$ cat config.mk
export PLATFORM = sky130hd
export DESIGN_NAME = wrr_arb
export DESIGN_NICKNAME = d
export VERILOG_FILES = /design/src/rtl/wrr_arb.sv
export SDC_FILE = /design/constraint.sdc
export NUM_CORES = 1
export LEC_CHECK = 0
export ABC_AREA = 0
export CAP_MARGIN = 10
export CORE_MARGIN = 3
export CORE_UTILIZATION = 26
export CTS_CLUSTER_SIZE = 24
export DETAILED_ROUTE_END_ITERATION = 6
export GPL_ROUTABILITY_DRIVEN = 0
export SLEW_MARGIN = 20
export SYNTH_ARGS = -nofsm -noshare
export SYNTH_HDL_FRONTEND = slang
export SYNTH_SLANG_ARGS = --single-unit
$ cat constraint.sdc
create_clock -name clk -period 7.45 [get_ports clk]
set_input_delay 0.745 -clock clk [delete_from_list [all_inputs] [get_ports clk]]
set_output_delay 0.745 -clock clk [all_outputs]
set_load 0.03 [all_outputs]
$ cat src/rtl/wrr_arb.sv
// Weighted round-robin arbiter: each requestor may win up to its weight in
// consecutive packets before priority rotates. Optional packet lock: H_WRR_ARB_LOCK_EN.
module wrr_arb #(
   parameter int unsigned W        = 4,
   parameter int unsigned WEIGHT_W = 4
) (
   input  logic                  clk,
   input  logic                  srst,
   input  logic [W-1:0]          i_req,
   input  logic [W*WEIGHT_W-1:0] i_weight,
   input  logic                  i_ack,
   input  logic                  i_last,
   output logic [W-1:0]          o_gnt,
   output logic                  o_gnt_vld,
   output logic [$clog2(W)-1:0]  o_gnt_enc
);
   localparam int unsigned PW = $clog2(W);
   localparam int unsigned CW = WEIGHT_W + 1;

   logic [PW-1:0]       ptr_q, ptr_d;
   logic [WEIGHT_W-1:0] cnt_q, cnt_d;

   logic                scan_hit_c;
   logic [PW-1:0]       scan_idx_c;
   int unsigned         scan_pos;
   logic [W-1:0]        gnt_c;
   logic                vld_c;
   logic [PW-1:0]       enc_c;
   logic                accept_c;
   logic                done_c;
   logic [WEIGHT_W-1:0] weight_a [W];
   logic [WEIGHT_W-1:0] wt_sel_c;
   logic [CW-1:0]       ew_c;
   logic [CW-1:0]       cnt_n_c;

`ifdef H_WRR_ARB_LOCK_EN
   typedef enum logic {ST_UNLOCKED = 1'b0, ST_LOCKED = 1'b1} state_e;
   state_e        state_q, state_d;
   logic [PW-1:0] owner_q, owner_d;
`endif

   for (genvar gi = 0; gi < W; gi++) begin : g_wt
      assign weight_a[gi] = i_weight[gi*WEIGHT_W +: WEIGHT_W];
   end

   // First requestor at or above ptr, wrapping at W-1
   always_comb begin
      scan_hit_c = 1'b0;
      scan_idx_c = '0;
      scan_pos   = 0;
      for (int unsigned k = 0; k < W; k++) begin
         scan_pos = 32'(ptr_q) + k;
         if (scan_pos >= W) scan_pos = scan_pos - W;
         if (!scan_hit_c && i_req[PW'(scan_pos)]) begin
            scan_hit_c = 1'b1;
            scan_idx_c = PW'(scan_pos);
         end
      end
   end

   always_comb begin
      gnt_c = '0;
      vld_c = 1'b0;
      enc_c = '0;
      if (srst) begin
         gnt_c = '0;
      end
`ifdef H_WRR_ARB_LOCK_EN
      else if (state_q == ST_LOCKED) begin
         gnt_c[owner_q] = 1'b1;
         enc_c          = owner_q;
         vld_c          = i_req[owner_q];
      end
`endif
      else if (scan_hit_c) begin
         gnt_c[scan_idx_c] = 1'b1;
         enc_c             = scan_idx_c;
         vld_c             = 1'b1;
      end
   end

   assign o_gnt     = gnt_c;
   assign o_gnt_vld = vld_c;
   assign o_gnt_enc = enc_c;

   assign accept_c = i_ack & vld_c;
`ifdef H_WRR_ARB_LOCK_EN
   assign done_c = accept_c & i_last;
`else
   assign done_c = accept_c;
   logic unused_last;
   assign unused_last = i_last;
`endif

   // A zero weight still grants one packet per turn
   assign wt_sel_c = weight_a[enc_c];
   assign ew_c     = (wt_sel_c == '0) ? CW'(1) : CW'(wt_sel_c);
   assign cnt_n_c  = (enc_c == ptr_q) ? CW'(cnt_q) + CW'(1) : CW'(1);

   always_comb begin
      ptr_d = ptr_q;
      cnt_d = cnt_q;
      if (done_c) begin
         if (cnt_n_c >= ew_c) begin
            ptr_d = (enc_c == PW'(W-1)) ? '0 : enc_c + PW'(1);
            cnt_d = '0;
         end else begin
            ptr_d = enc_c;
            cnt_d = cnt_n_c[WEIGHT_W-1:0];
         end
      end
   end

   always_ff @(posedge clk) begin
      if (srst) begin
         ptr_q <= '0;
         cnt_q <= '0;
      end else begin
         ptr_q <= ptr_d;
         cnt_q <= cnt_d;
      end
   end

`ifdef H_WRR_ARB_LOCK_EN
   // Hold the grant on the owner from its first accepted beat to its last
   always_comb begin
      state_d = state_q;
      owner_d = owner_q;
      case (state_q)
         ST_UNLOCKED: begin
            if (accept_c && !i_last) begin
               state_d = ST_LOCKED;
               owner_d = enc_c;
            end
         end
         ST_LOCKED: begin
            if (accept_c && i_last) state_d = ST_UNLOCKED;
         end
         default: state_d = ST_UNLOCKED;
      endcase
   end

   always_ff @(posedge clk) begin
      if (srst) begin
         state_q <= ST_UNLOCKED;
         owner_q <= '0;
      end else begin
         state_q <= state_d;
         owner_q <= owner_d;
      end
   end
`endif

endmodule

Word level (Yosys, flattened, before mapping)
Index checks and enable logic that the tools add are counted.

Bits in registers: 6. Input port bits: 24. Output and inout bits: 7. Word-level logic and storage cells: 71.

Add/sub/neg operators: 9. Order comparisons: 12. Eq/ne operators: 2. Multiplexer cells: 36. Bitwise logic cells: 2. Reductions and logical operators: 8.

Operators with widths (number): two-way mux 2 bit (12); two-way mux 4 bit (6); < comparator 2 x 3 -> 1 bit (second input constant) (5); >= comparator 3 bit (second input constant) (4); two-way mux 1 bit (11); binary-select mux 1 bit (select 2 bit) (4); binary-select mux 4 bit (select 2 bit) (1); subtractor 2 x 1 -> 2 bit (second input constant) (4); adder 2 x 2 -> 3 bit (second input constant) (2); adder 4 x 1 -> 5 bit (second input constant) (1); >= comparator 5 x 4 -> 1 bit (1); two-way mux 5 bit (1); logical AND 1 bit (4); zero test 4 bit (1); adder 2 x 1 -> 3 bit (second input constant) (1); >= comparator 2 x 3 -> 1 bit (second input constant) (1); zero test 1 bit (3); NOT 2 -> 3 bit (1); adder 2 x 1 -> 2 bit (second input constant) (1); demux 1 bit (select 2 bit) (1); equality test 2 bit (1); equality test 2 bit (second input constant) (1); >= comparator 2 x 1 -> 1 bit (second input constant) (1); bitwise AND 1 bit (1).

Logic depth before layout (Yosys ltp)
Gate-level depths: netlist of run 1.

Depth in word-level cells: 24. Depth in mapped cells: 16. Mapped depth without buffers: 15.

Worst setup path after synthesis of run 1
OpenSTA, ideal clock, no wires.

Path type: input to register. Start: input port i_req[0]. End: register ptr_q[1]. Library setup time: 0.112 ns. Arrival time: 3.399 ns. Path slack: 3.939 ns. Cell stages on the path: 15. Path buffers: 0. Path through: a21oi_1 -> o21a_1 -> o22a_4 -> nand2_4 -> inv_2 -> a31oi_1 -> a32o_1 -> a311o_1 -> ha_1 -> nand2b_1 -> a21oi_1 -> o21ai_0 -> a2111oi_0 -> a31o_1 -> a2111oi_1.

Cells in the longest elaborated chain, start to end: 22. Elaborated cells on any way between the ends: 40. Classes of those cells: add/sub (1); order compare (1); eq/ne (2); mux (27); bitwise (2); reduce/logical (7).

Ends and longest elaborated chain: start, declared (line 9) `input logic [W-1:0] i_req,`; binary-select mux 1 bit (select 2 bit) (line 54) `if (!scan_hit_c && i_req[PW'(scan_pos)]) begin`; two-way mux 1 bit (implied by the code) (line 54); two-way mux 1 bit (line 54); zero test 1 bit (line 54); logical AND 1 bit (line 54); two-way mux 1 bit (line 54); zero test 1 bit (line 54); logical AND 1 bit (line 54); [... 6 more ...]; via o_gnt_enc[1] (line 15) `output logic [$clog2(W)-1:0] o_gnt_enc`; NOT 2 -> 3 bit (implied by the code) (line 96) `assign wt_sel_c = weight_a[enc_c];`; binary-select mux 4 bit (select 2 bit) (line 96); two-way mux 4 bit (implied by the code) (2 in series) (line 96); zero test 4 bit (line 97) `assign ew_c = (wt_sel_c == '0) ? CW'(1) : CW'(wt_sel_c);`; two-way mux 4 bit (line 97); >= comparator 5 x 4 -> 1 bit (line 104) `if (cnt_n_c >= ew_c) begin`; two-way mux 2 bit (*) (line 104); end signal, assigned (line 119) `ptr_q <= ptr_d;`; end, declared (line 20) `logic [PW-1:0] ptr_q, ptr_d;`.

Mark *: on every way through the listed nets, which the timed path passes. The rest lies on a longest branch. The select of a mux whose other input is x is not followed. A chain may end at the register's enable or synchronous reset.

Final worst setup path of run 1
Start: input port i_req[2]. End: register ptr_q[0].

Cells in the longest elaborated chain, start to end: 22. Elaborated cells on any way between the ends: 40. Classes of those cells: add/sub (1); order compare (1); eq/ne (2); mux (27); bitwise (2); reduce/logical (7).

Ends and longest elaborated chain: binary-select mux 1 bit (select 2 bit) (line 54); two-way mux 1 bit (implied by the code) (line 54); two-way mux 1 bit (line 54); zero test 1 bit (line 54); logical AND 1 bit (line 54); two-way mux 1 bit (line 54); zero test 1 bit (line 54); logical AND 1 bit (line 54); [... 5 more ...]; two-way mux 2 bit (line 65) `if (srst) begin`; NOT 2 -> 3 bit (implied by the code) (line 96); binary-select mux 4 bit (select 2 bit) (line 96); two-way mux 4 bit (implied by the code) (2 in series) (line 96); zero test 4 bit (line 97); two-way mux 4 bit (line 97); >= comparator 5 x 4 -> 1 bit (line 104); two-way mux 2 bit (line 104).

Parallel ways exist; a longest one is shown, timed or not. The select of a mux whose other input is x is not followed.

==> summary.txt, run 1 <==
Outcome
  • Status: completed

Detailed routing
  • Antenna-violating nets left: 0
  • Drt pass-1 iters: 4
  • Initial drt markers: 60
  • Drt wl/cell: 13.6 µm
  • Vias per Instance: 5.51
  • DRC viols: 0
  • Vias: 925
  • Total wire length: 2.28 mm

Critical path
  • WP buf/inv: 3
  • Startpoint Class: input port
  • Critical path, cell by cell: clkdlybuf4s50_1, nor4_1, or2_1, inv_2, nand2_4, inv_2, a221o_1, a311o_1, ha_1, nand2b_1, a21oi_1, o21ai_0, a21oi_1, or3_1, a221oi_1
  • Crit-path max cell delay: 520 ps
  • Endpoint type of the worst setup path: flip-flop
  • R2r setup slk: 3490 ps
  • Arr. time, crit path: 4620 ps
  • Reg2Reg Depth: 13
  • CP max FO: 13
  • Worst R2R End: ptr_q[0]
  • Slowest cell on the critical path: o21ai_0
  • Crit-path leading delay family: compound AO/OA/AOI/OAI gates
  • R2r startpoint: ptr_q[1]
  • Setup CP Type: input port to flip-flop
  • Worst EP required: 7590 ps

Placed design
  • DP HPWL: 1.75 mm
  • DP Cell Count: 165
  • Port bufs: 29

Worst hold path
  • Worst hold stages: 2
  • Hold_sp: cnt_q[2]
  • Hold path endpoint: cnt_q[2]
  • Worst min-delay path category: flip-flop to flip-flop

Synthesis
  • Mux cell area share after synthesis: 3.72%
  • Post-Synthesis Cells: 111
  • Largest family of logic cells by synthesized area: compound AO/OA/AOI/OAI gates
  • Compound-cell area share of the yosys netlist: 37.9%
  • Post-synth net total: 141
  • Post-Synthesis Cell Area: 808 µm²
  • Post-synthesis cell type count: 43
  • Synth Area in XOR/XNOR: 2.17%
  • Synth Area in Adders: 9.29%
  • Sequential element share of the synthesized area: 14.9%
  • Avg Inst Size Synth: 7.28 µm²
  • Post-synthesis simple-gate area fraction: 24.0%
  • Warnings, synthesis: 0
  • Flops & latches, synth: 6

Global route
  • Remaining Overflow, GRT: 0
  • GRT Total Usage: 12.9%
  • Initial antenna violation count: 0
  • Vias in the first global route: 896
  • First-pass GRT wire length: 3.82 mm
  • Largest net degree at the start of global routing: 14

Cells and area
  • Final instance count without filler cells: 168
  • Sequential Area: 120 µm²
  • Antenna Cells: 0
  • Area growth syn-to-layout: 37.8%
  • Area of the multi-input gates: 623 µm²
  • Share of cells above drive strength 1: 7.30%
  • Layout Nets: 169
  • Fill count: 329

Power
  • Pleak: 0.411 nW
  • PD cells: 121 nW/µm²
  • Worst IR drop on VDD: 0.0804 mV

Clock tree
  • Root Driver: clkbuf_4
  • Post-CTS Resized: 0
  • Num CTS Buffers: 3
  • CTS Hold Bufs: 0
  • Htree depth: 1
  • Setup bufs post-CTS: 0
  • Worst-path clk slew: 40 ps
  • Clock Latency Late Sink: 240 ps
  • Clock tree buffer depth: 2
  • Clk sinks: 6
  • CTS tree: done

STA
  • Hold Vio Cnt, Final: 0
  • Final critical-path required period: 4480 ps
  • Setup violators final: 0
  • Worst Tran Pin Value: 644 ps
  • Clk_skew: 2.22 ps
  • Fmax: 223 MHz
  • Slew headroom: 56.9%
  • Period utilisation layout: 60.1%
  • Slew Viols, Final: 0
  • Setup TNS: 0 ps
  • Worst hold slack: 532 ps
  • RSZ-0062 raised after global routing: no

Floorplan
  • IO Pins: 31
  • Core ar.: 2850 µm²
  • Initial Utilization: 28.3%
  • Die Width: 61.8 µm
  • Die Area: 3810 µm²
  • Die Y: 61.8 µm
  • Core Rows: 19

Run
  • Max cap viols: 0
## stage by stage
stage / utilization (%) / area (µm²) / total power (W) / setup slack (ps)
final: 39.0 / 1110 / 0.000135 / 2970
after global routing: 39.0 / 1110 / 0.000147 / 2560
after CTS: 39.0 / 1110 / 0.000136 / 2950
after detailed placement: 38.2 / 1090 / 0.000106 / 2700
after global placement: 38.2 / 1090 / 0.000105 / 2740
after floorplan: - / 808 / 0.0000825 / 3940
## sequential cells by signal (all words and copies together) (netlist names)
register	flops
cnt_q	4
ptr_q	2
## Yosys cell counts, drive strengths merged
library cell | instances | share of area (%)
a221oi | 1 | 1.1
nor3 | 4 | 2.5
o31a | 1 | 1.1
o22a | 2 | 3.4
o21a | 1 | 0.93
a22oi | 3 | 2.8
buf | 5 | 5.3
o21ai | 11 | 7.3
or3 | 1 | 0.77
nor2 | 14 | 6.5
dfxtp | 6 | 15
xor2 | 1 | 1.1
xnor2 | 1 | 1.1
and2 | 2 | 1.5
a21boi | 1 | 0.93
nand2b | 1 | 0.77
clkbuf | 1 | 0.46
a221o | 1 | 1.2
nand2 | 4 | 2.8
a31oi | 2 | 1.5
and3 | 1 | 0.77
nor4 | 2 | 1.5
nand3 | 5 | 3.1
o31ai | 1 | 0.93
a21oi | 13 | 8.0
o22ai | 2 | 1.5
or2 | 2 | 1.9
nor3b | 2 | 1.9
inv | 5 | 2.3
a31o | 1 | 1.1
a2111oi | 2 | 2.3
a311o | 1 | 1.2
a32o | 2 | 2.5
mux2i | 3 | 3.7
ha | 6 | 9.3
## power by group
group          total (W)  switching, W  leakage, nW  internal, W
sequential     0.0000362    0.00000253       0.0489    0.0000337
clock          0.0000292     0.0000110       0.0138    0.0000182
combinational  0.0000693     0.0000366        0.348    0.0000327
total           0.000135     0.0000501        0.411    0.0000846
## worst min-delay path, cell delays in order, from the launching register on
cell and delay (ps):
dfxtp_1 350, nand2_1 80, a21oi_1 50
## how the worst max path moves through the flow
stage,end,slack [ps],startpoint,cells past startpoint
after floorplan,ptr_q[1],3940,i_req[0],15
after global placement,ptr_q[0],2740,i_req[1],14
after detailed placement,ptr_q[0],2700,i_req[2],15
after CTS,ptr_q[0],2950,i_req[2],15
after global routing,ptr_q[1],2560,i_req[1],14
final,ptr_q[0],2970,i_req[2],15
## cell type report
type	count	share of cell area, %
clock buffer	3	2.02
timing repair buffer	29	26.1
sequential	6	10.8
tap	31	3.48
inverter	5	1.69
multi-input combinational	94	56.0
## layout by cell type, fill, tap and decap left out, types with 2 or more instances in the layout
cell and n:
clkdlybuf4s50_1 29, nor2_1 14, a21oi_1 13, o21ai_0 10, ha_1 6, dfxtp_1 6, nand3_1 5, nor3_1 4
inv_1 3, mux2i_1 3, nand2_1 3, a22oi_1 3, clkbuf_4 3, nor4_1 2, inv_2 2, nor3b_1 2
o22ai_1 2, and2_1 2, a31oi_1 2, a32o_1 2
## cells by family after synthesis
logic type               count (synthesis)
flip-flops                               6
adder cells (fa/ha/maj)                  6
AO/OA/AOI/OAI                           45
AND/OR/NAND/NOR                         38
multiplexers                             3
buffers and inverters                   11
XOR/XNOR                                 2
## per-layer routing
metal | track usage [%] | routed length, µm | up-vias
li1 | - | - | 475
met1 | 17.7 | 1110 | 417
met2 | 20.8 | 978 | 31
met3 | 3.72 | 186 | 2
met4 | 1.82 | 4 | 0
met5 | 0 | 0 | -
Power figures use the tool's default switching activity.
==> run 2, diff against run 1 <==
==> constraint.sdc (replaced) <==
create_clock -name clk -period 4.6 [get_ports clk]
set_input_delay 0.46 -clock clk [delete_from_list [all_inputs] [get_ports clk]]
set_output_delay 0.46 -clock clk [all_outputs]
set_load 0.03 [all_outputs]
==> run 2 against run 1 <==
Against the previous run:
- power is 62% higher
- cell count rose by 1.2%
- clock power grew 60%
- wire length down 2.2%
- register-to-register slack got worse by 2600 ps
- die area stayed put
- clock skew up 3.3 ps
- worst hold slack got worse by 1.4 ps
- via count shrank 0.43%
- combinational power increased by 63%
==> summary.txt, run 2 (same netlist as run 1, synthesis figures left out) <==
Clock tree
  • Root Driver: clkbuf_4
  • Worst-path clk slew: 40 ps (about the same)
  • Clock Latency Late Sink: 240 ps (about the same)
  • Clock tree buffer depth: 2 (unchanged)
  • Num CTS Buffers: 3 (unchanged)
  • Htree depth: 1 (unchanged)
  • CTS Hold Bufs: 0 (unchanged)
  • Clk sinks: 6 (unchanged)
  • CTS tree: done

STA
  • Setup violators final: 0 (unchanged)
  • Clk_skew: 5.53 ps (+3.31 ps)
  • RSZ-0062 raised after global routing: no
  • Fmax: 252 MHz
  • Worst Tran Pin Value: 601 ps (-43.4 ps)
  • Slew Viols, Final: 0 (unchanged)
  • Final critical-path required period: 3970 ps
  • Hold Vio Cnt, Final: 0 (unchanged)
  • Period utilisation layout: 86.3%
  • Slew headroom: 59.5% (+2.6 points)
  • Setup TNS: 0 ps (unchanged)

Cells and area
  • Antenna Cells: 0 (unchanged)
  • Largest registers: cnt_q (4), ptr_q (2)
  • Commonest non-fill, non-tap cell in the layout: clkdlybuf4s50_1
  • Most frequent cells in the layout: clkdlybuf4s50_1 (29), a21oi_1 (13), nor2_1 (13)
  • Area growth syn-to-layout: 39.9%
  • Layout Nets: 171 (+1.2%)
  • Max reg flops: 4 (unchanged)
  • Largest Register: cnt_q
  • Share of cells above drive strength 1: 9.35% (+2.1 points)

Global route
  • Initial antenna violation count: 0 (unchanged)
  • First-pass GRT wire length: 3.77 mm (-1.1%)
  • Most Crowded Layer GR: met2
  • GR Util met1: 18.3% (+0.62 points)
  • Largest net degree at the start of global routing: 14 (unchanged)
  • Remaining Overflow, GRT: 0 (unchanged)
  • Vias in the first global route: 869 (-3.0%)
  • Met2 Use GR: 19.9% (-0.90 points)
  • GRT Total Usage: 13.0% (+0.042 points)
  • M3 GR Usage: 4.13% (+0.41 points)

Detailed routing
  • Vias per Instance: 5.42 (-1.6%)
  • Drt pass-1 iters: 4 (unchanged)
  • Drt wl/cell: 13.1 µm (-3.3%)
  • Antenna-violating nets left: 0 (unchanged)
  • DRC viols: 0 (unchanged)
  • Vias: 921 (-0.43%)
  • Total wire length: 2.23 mm (-2.2%)
  • Initial drt markers: 79 (+32%)

Critical path
  • Arr. time, crit path: 4110 ps (-510 ps)
  • Setup CP Type: input port to flip-flop
  • Endpoint type of the worst setup path: flip-flop
  • Worst EP required: 4740 ps (-2850 ps)
  • R2r startpoint: ptr_q[1]
  • R2r setup slk: 880 ps (-2610 ps)
  • Worst Setup EP: ptr_q[0]
  • Startpoint Class: input port
  • CP startpoint: i_req[1]
  • CP max FO: 11 (-2)
  • Reg2Reg Depth: 13 (unchanged)
  • Worst R2R End: ptr_q[0]

Placed design
  • Port bufs: 29 (unchanged)
  • DP HPWL: 1.79 mm (+2.4%)

Floorplan
  • Initial Utilization: 28.3% (unchanged)
  • Core ar.: 2850 µm² (unchanged)
  • Core Rows: 19 (unchanged)
  • Die Y: 61.8 µm (unchanged)
  • Die Width: 61.8 µm (unchanged)
  • Die Area: 3810 µm² (unchanged)
  • IO Pins: 31 (unchanged)

Worst hold path
  • Worst min-delay path category: flip-flop to flip-flop

Power
  • PD cells: 193 nW/µm² (+59%)
  • Pleak: 0.420 nW (+2.3%)
  • Worst IR drop on VDD: 0.218 mV (+170%)
  • Total Power: 0.000218 W (+62%)

Outcome
  • Status: completed

Run
  • Max cap viols: 0 (unchanged)
[run 2: layer usage]
| layer | share of wire, % | vias to the layer above |
|---|---|---|
| met5 | 0 | - |
| met1 | 50 | 409 |
| li1 | - | 483 |
| met2 | 43 | 29 |
| met3 | 7.1 | 0 |
| met4 | 0 | 0 |
[run 2: cell type report]
| cell class | count | area, µm² |
|---|---|---|
| timing repair buffer | 31 | 305 |
| inverter | 5 | 18.8 |
| sequential | 6 | 120 |
| tap | 31 | 38.8 |
| clock buffer | 3 | 22.5 |
| fill | 315 | 1720 |
| multi-input combinational | 94 | 626 |
[run 2: worst min-delay path by stage]
stage              from        to  slack (ps)  cells after the start
5_1_grt        cnt_q[2]  cnt_q[2]         560                      2
3_5_place_dp   cnt_q[2]  cnt_q[2]         530                      2
6_report       cnt_q[2]  cnt_q[2]         530                      2
3_3_place_gp   cnt_q[2]  cnt_q[2]         510                      2
2_1_floorplan  cnt_q[2]  cnt_q[2]         480                      2
4_1_cts        cnt_q[2]  cnt_q[2]         540                      2
[run 2: worst max-delay path, stage by stage]
cell and delay (ps):
clkdlybuf4s50_1 590, a21boi_1 190, o22ai_1 120, nor2_2 360, nand3_1 120, a32o_1 310, a311o_1 360, ha_1 260
nand2b_1 90, a21oi_1 60, o21ai_0 500, a21oi_1 100, or3_1 330, a221oi_1 260
[run 2: timing repair]
item	CTS	global route
setup endpoints to repair	0	2
gates resized for setup	0	1
setup buffers	0	0
[run 2: power by group]
part	switching, W	internal [W]	leakage, nW
clock	0.0000173	0.0000294	0.0138
sequential	0.00000397	0.0000546	0.0489
combinational	0.0000586	0.0000543	0.358
total	0.0000799	0.000138	0.420
[run 2: through the flow]
| step | worst slack, ps | instances | hold slack (ps) | area [µm²] | util [%] |
|---|---|---|---|---|---|
| global placement | 189 | 167 | 514 | 1110 | 38.8 |
| global route | 210 | 170 | 556 | 1130 | 39.6 |
| CTS | 411 | 170 | 538 | 1130 | 39.6 |
| finish | 630 | 170 | 531 | 1130 | 39.6 |
| detailed placement | 158 | 167 | 535 | 1110 | 38.8 |
| floorplan | 1370 | 111 | 483 | 808 | - |
==> run 3, diff against run 2 <==
--- a/config.mk
+++ b/config.mk
@@ -5,10 +5,11 @@
 export SDC_FILE = /design/constraint.sdc
 export NUM_CORES = 1
 export LEC_CHECK = 0
-export ABC_AREA = 0
+export ABC_AREA = 1
 export CAP_MARGIN = 10
 export CORE_MARGIN = 3
 export CORE_UTILIZATION = 26
+export CTS_BUF_LIST = sky130_fd_sc_hd__clkbuf_4
 export CTS_CLUSTER_SIZE = 24
 export DETAILED_ROUTE_END_ITERATION = 6
 export GPL_ROUTABILITY_DRIVEN = 0
==> constraint.sdc (replaced) <==
create_clock -name clk -period 4.7 [get_ports clk]
set_input_delay 0.47 -clock clk [delete_from_list [all_inputs] [get_ports clk]]
set_output_delay 0.47 -clock clk [all_outputs]
set_load 0.03 [all_outputs]
==> run 3 against run 2 <==
Against the previous run:
- die area is 26% higher
- design area up 23%
- wire length grew 16%
- first-iteration DRC count down 51%
- core utilization decreased by 2.4 points
- sequential power increased by 6.0%
- area after synthesis increased by 29%
- worst hold slack got worse by 40 ps
- register-to-register slack worse by 20 ps
- cell count rose by 43%
- synthesized cell count is 49% higher
- critical path type is now flip-flop to flip-flop
==> summary.txt, run 3 <==
Outcome
  • Status: completed

Synthesis
  • Post-Synthesis Cells: 165 (+49%)
  • Mux cell area share after synthesis: 0% (-3.7 points)
  • Avg Inst Size Synth: 6.30 µm² (-13%)
  • Most frequent cell after synthesis: nand2_1
  • Largest family of logic cells by synthesized area: simple AND/OR/NAND/NOR gates
  • Post-synth top flop: dfxtp_1
  • Compound-cell area share of the yosys netlist: 10.2% (-28 points)
  • Post-synthesis simple-gate area fraction: 58.7% (+35 points)
  • Flops & latches, synth: 6 (unchanged)
  • Top cells by count, synth: nand2_1 (49), inv_1 (18), nand4_1 (8), nor2_1 (8)
  • Post-synth net total: 195 (+38%)
  • Synth Area in Adders: 7.22% (-2.1 points)
  • Warnings, synthesis: 0 (unchanged)
  • Sequential element share of the synthesized area: 11.6% (-3.3 points)
  • Synth async-reset ratio: 0% (unchanged)
  • Post-synthesis cell type count: 34 (-21%)
  • Post-synth EDFFs: 0 (unchanged)
  • Post-Synthesis Cell Area: 1040 µm² (+29%)
  • Post-synth top area share: 17.7% (+2.8 points)
  • Synth Area in XOR/XNOR: 1.68% (-0.48 points)
  • Top cells by area, synth: nand2_1 (18%), dfxtp_1 (12%), ha_1 (7.2%)
  • Synth area leader: nand2_1

Cells and area
  • Most frequent cells in the layout: nand2_1 (49), clkdlybuf4s50_1 (29), inv_1 (18)
  • Design area: 1390 µm² (+23%)
  • Layout Nets: 227 (+33%)
  • Antenna Cells: 0 (unchanged)
  • Area growth syn-to-layout: 34.1%
  • Fill count: 417 (+32%)
  • Area of the multi-input gates: 810 µm² (+29%)
  • Max reg flops: 4 (unchanged)
  • Share of cells above drive strength 1: 19.0% (+9.6 points)
  • Largest registers: cnt_q (4), ptr_q (2)
  • Sequential Area: 120 µm² (unchanged)
  • Largest Register: cnt_q
  • Commonest non-fill, non-tap cell in the layout: nand2_1

Critical path
  • Crit-path leading delay family: simple AND/OR/NAND/NOR gates
  • CP max FO: 13 (+2)
  • Reg2Reg Depth: 27 (+14)
  • Top cell by count, worst path: nand2_1
  • Crit-path max cell delay: 650 ps (+60 ps)
  • Arr. time, crit path: 4020 ps (-90 ps)
  • CP startpoint: ptr_q[0]
  • WP buf/inv: 5 (+4)
  • Startpoint Class: flip-flop
  • Worst Setup EP: ptr_q[0]
  • Worst EP required: 4880 ps (+140 ps)
  • Setup CP Type: flip-flop to flip-flop
  • Crit path depth: 27 (+13)
  • R2r startpoint: ptr_q[0]
  • Worst R2R End: ptr_q[0]
  • Endpoint type of the worst setup path: flip-flop
  • R2r setup slk: 860 ps (-20 ps)
  • Slowest cell on the critical path: dfxtp_1

Detailed routing
  • Antenna-violating nets left: 0 (unchanged)
  • Drt wl/cell: 10.7 µm (-19%)
  • Met3 wire len: 157 µm (-1.3%)
  • Vias: 1109 (+20%)
  • Wire length on met1: 1.35 mm (+21%)
  • Top Layer Used: met4
  • Drt pass-1 iters: 4 (unchanged)
  • Met2 routed WL: 1.05 mm (+10%)
  • Total wire length: 2.59 mm (+16%)
  • Vias per Instance: 4.56 (-16%)
  • Initial drt markers: 39 (-51%)
  • DRC viols: 0 (unchanged)

STA
  • Worst hold slack: 491 ps (-39.9 ps)
  • Setup violators final: 0 (unchanged)
  • Hold Vio Cnt, Final: 0 (unchanged)
  • Setup TNS: 0 ps (unchanged)
  • Slew Viols, Final: 0 (unchanged)
  • Fmax: 260 MHz
  • Clk_skew: 3.39 ps (-2.14 ps)
  • Worst Tran Pin Value: 542 ps (-58.9 ps)
  • RSZ-0062 raised after global routing: no
  • Final critical-path required period: 3840 ps
  • Slew headroom: 63.8% (+4.3 points)
  • Period utilisation layout: 81.8%

Clock tree
  • CTS Hold Bufs: 0 (unchanged)
  • Num CTS Buffers: 3 (unchanged)
  • Clock tree buffer depth: 2 (unchanged)
  • Clk sinks: 6 (unchanged)
  • Post-CTS Resized: 0 (unchanged)
  • Worst-path clk slew: 40 ps (about the same)
  • CTS tree: done
  • Htree depth: 1 (unchanged)
  • Root Driver: clkbuf_4
  • Clock Latency Late Sink: 240 ps (about the same)
  • Setup bufs post-CTS: 0 (unchanged)

Floorplan
  • Die Y: 69.2 µm (+12%)
  • Initial Utilization: 27.8% (-0.56 points)
  • Die Width: 69.2 µm (+12%)
  • Die Area: 4790 µm² (+26%)
  • IO Pins: 31 (unchanged)
  • Core ar.: 3740 µm² (+31%)
  • Core Rows: 22 (+3)

Global route
  • Vias in the first global route: 1091 (+26%)
  • Largest net degree at the start of global routing: 15 (+1)
  • Initial antenna violation count: 0 (unchanged)
  • GRT Total Usage: 11.5% (-1.5 points)
  • Remaining Overflow, GRT: 0 (unchanged)
  • First-pass GRT wire length: 4.66 mm (+23%)

Power
  • PD cells: 261 nW/µm² (+35%)
  • Pleak: 0.667 nW (+59%)
  • Worst IR drop on VDD: 0.0926 mV (-58%)

Placed design
  • Placement Cell Area: 1370 µm² (+24%)
  • Port bufs: 29 (unchanged)
  • DP HPWL: 2.12 mm (+18%)

Worst hold path
  • Worst min-delay path category: flip-flop to flip-flop

Run
  • Max cap viols: 0 (unchanged)
==> run 3: cell count changes in the layout (fill, tap and decap cells not counted), moves of 3 or more <==
cell	previous run	this run
a22oi_1	3	0
nand4_1	0	8
nand2_4	1	5
nor2_1	13	8
a21oi_1	13	7
mux2i_1	3	0
nand2_1	3	49
nand3_2	0	7
o21ai_0	10	4
nand2_2	0	7
nor2_2	1	4
inv_1	3	18
==> run 3: final cells by class <==
cell class,count,share of cell area (%)
inverters,22,6.01
repair buffers,30,21.4
clock buffers,3,1.62
multi-input cells,134,58.1
well taps,48,4.31
flip-flops and latches,6,8.62
==> run 3: kinds of logic (layout without fill, tap and decap cells) <==
family	Yosys count	after routing
AOI/OAI and AO/OA	17	17
and+or+nand+nor	109	109
xor gates and xnor gates	2	2
adders and majority gates	6	6
buffers and inverters	25	55
DFF	6	6
==> run 3: layer usage <==
metal | global-route usage [%] | up-vias
met5 | 0 | -
met2 | 17.9 | 30
li1 | - | 610
met4 | 4.56 | 0
met1 | 15.2 | 465
met3 | 2.46 | 4
==> run 3: worst min path at each step <==
stage               startpoint  endpoint  slack, ps  cells past startpoint
floorplan             cnt_q[1]  cnt_q[1]        460                      2
global placement      cnt_q[3]  cnt_q[3]        480                      2
detailed placement    cnt_q[1]  cnt_q[1]        490                      2
CTS                   cnt_q[1]  cnt_q[1]        490                      2
global route          cnt_q[3]  cnt_q[3]        510                      2
finish                cnt_q[1]  cnt_q[1]        490                      2
==> run 3: per-stage QoR <==
stage | setup slack (ps) | power [W] | instances | utilization (%)
floorplan | 1500 | 0.000252 | 165 | -
global route | 273 | 0.000405 | 243 | 37.2
finish | 856 | 0.000364 | 243 | 37.2
detailed placement | 696 | 0.000322 | 240 | 36.6
global placement | 710 | 0.000319 | 240 | 36.6
CTS | 758 | 0.000369 | 243 | 37.2
==> run 3: worst min-delay path: stages, from the launching register on <==
cell and delay, ps:
dfxtp_1 320, nand2_1 70, a21oi_1 60
==> run 3: power by group <==
| group | internal [W] | leakage, nW | switching [W] | total (W) |
|---|---|---|---|---|
| sequential | 0.0000543 | 0.0489 | 0.00000770 | 0.0000620 |
| combinational | 0.000102 | 0.604 | 0.000155 | 0.000256 |
| clock | 0.0000287 | 0.0138 | 0.0000165 | 0.0000452 |
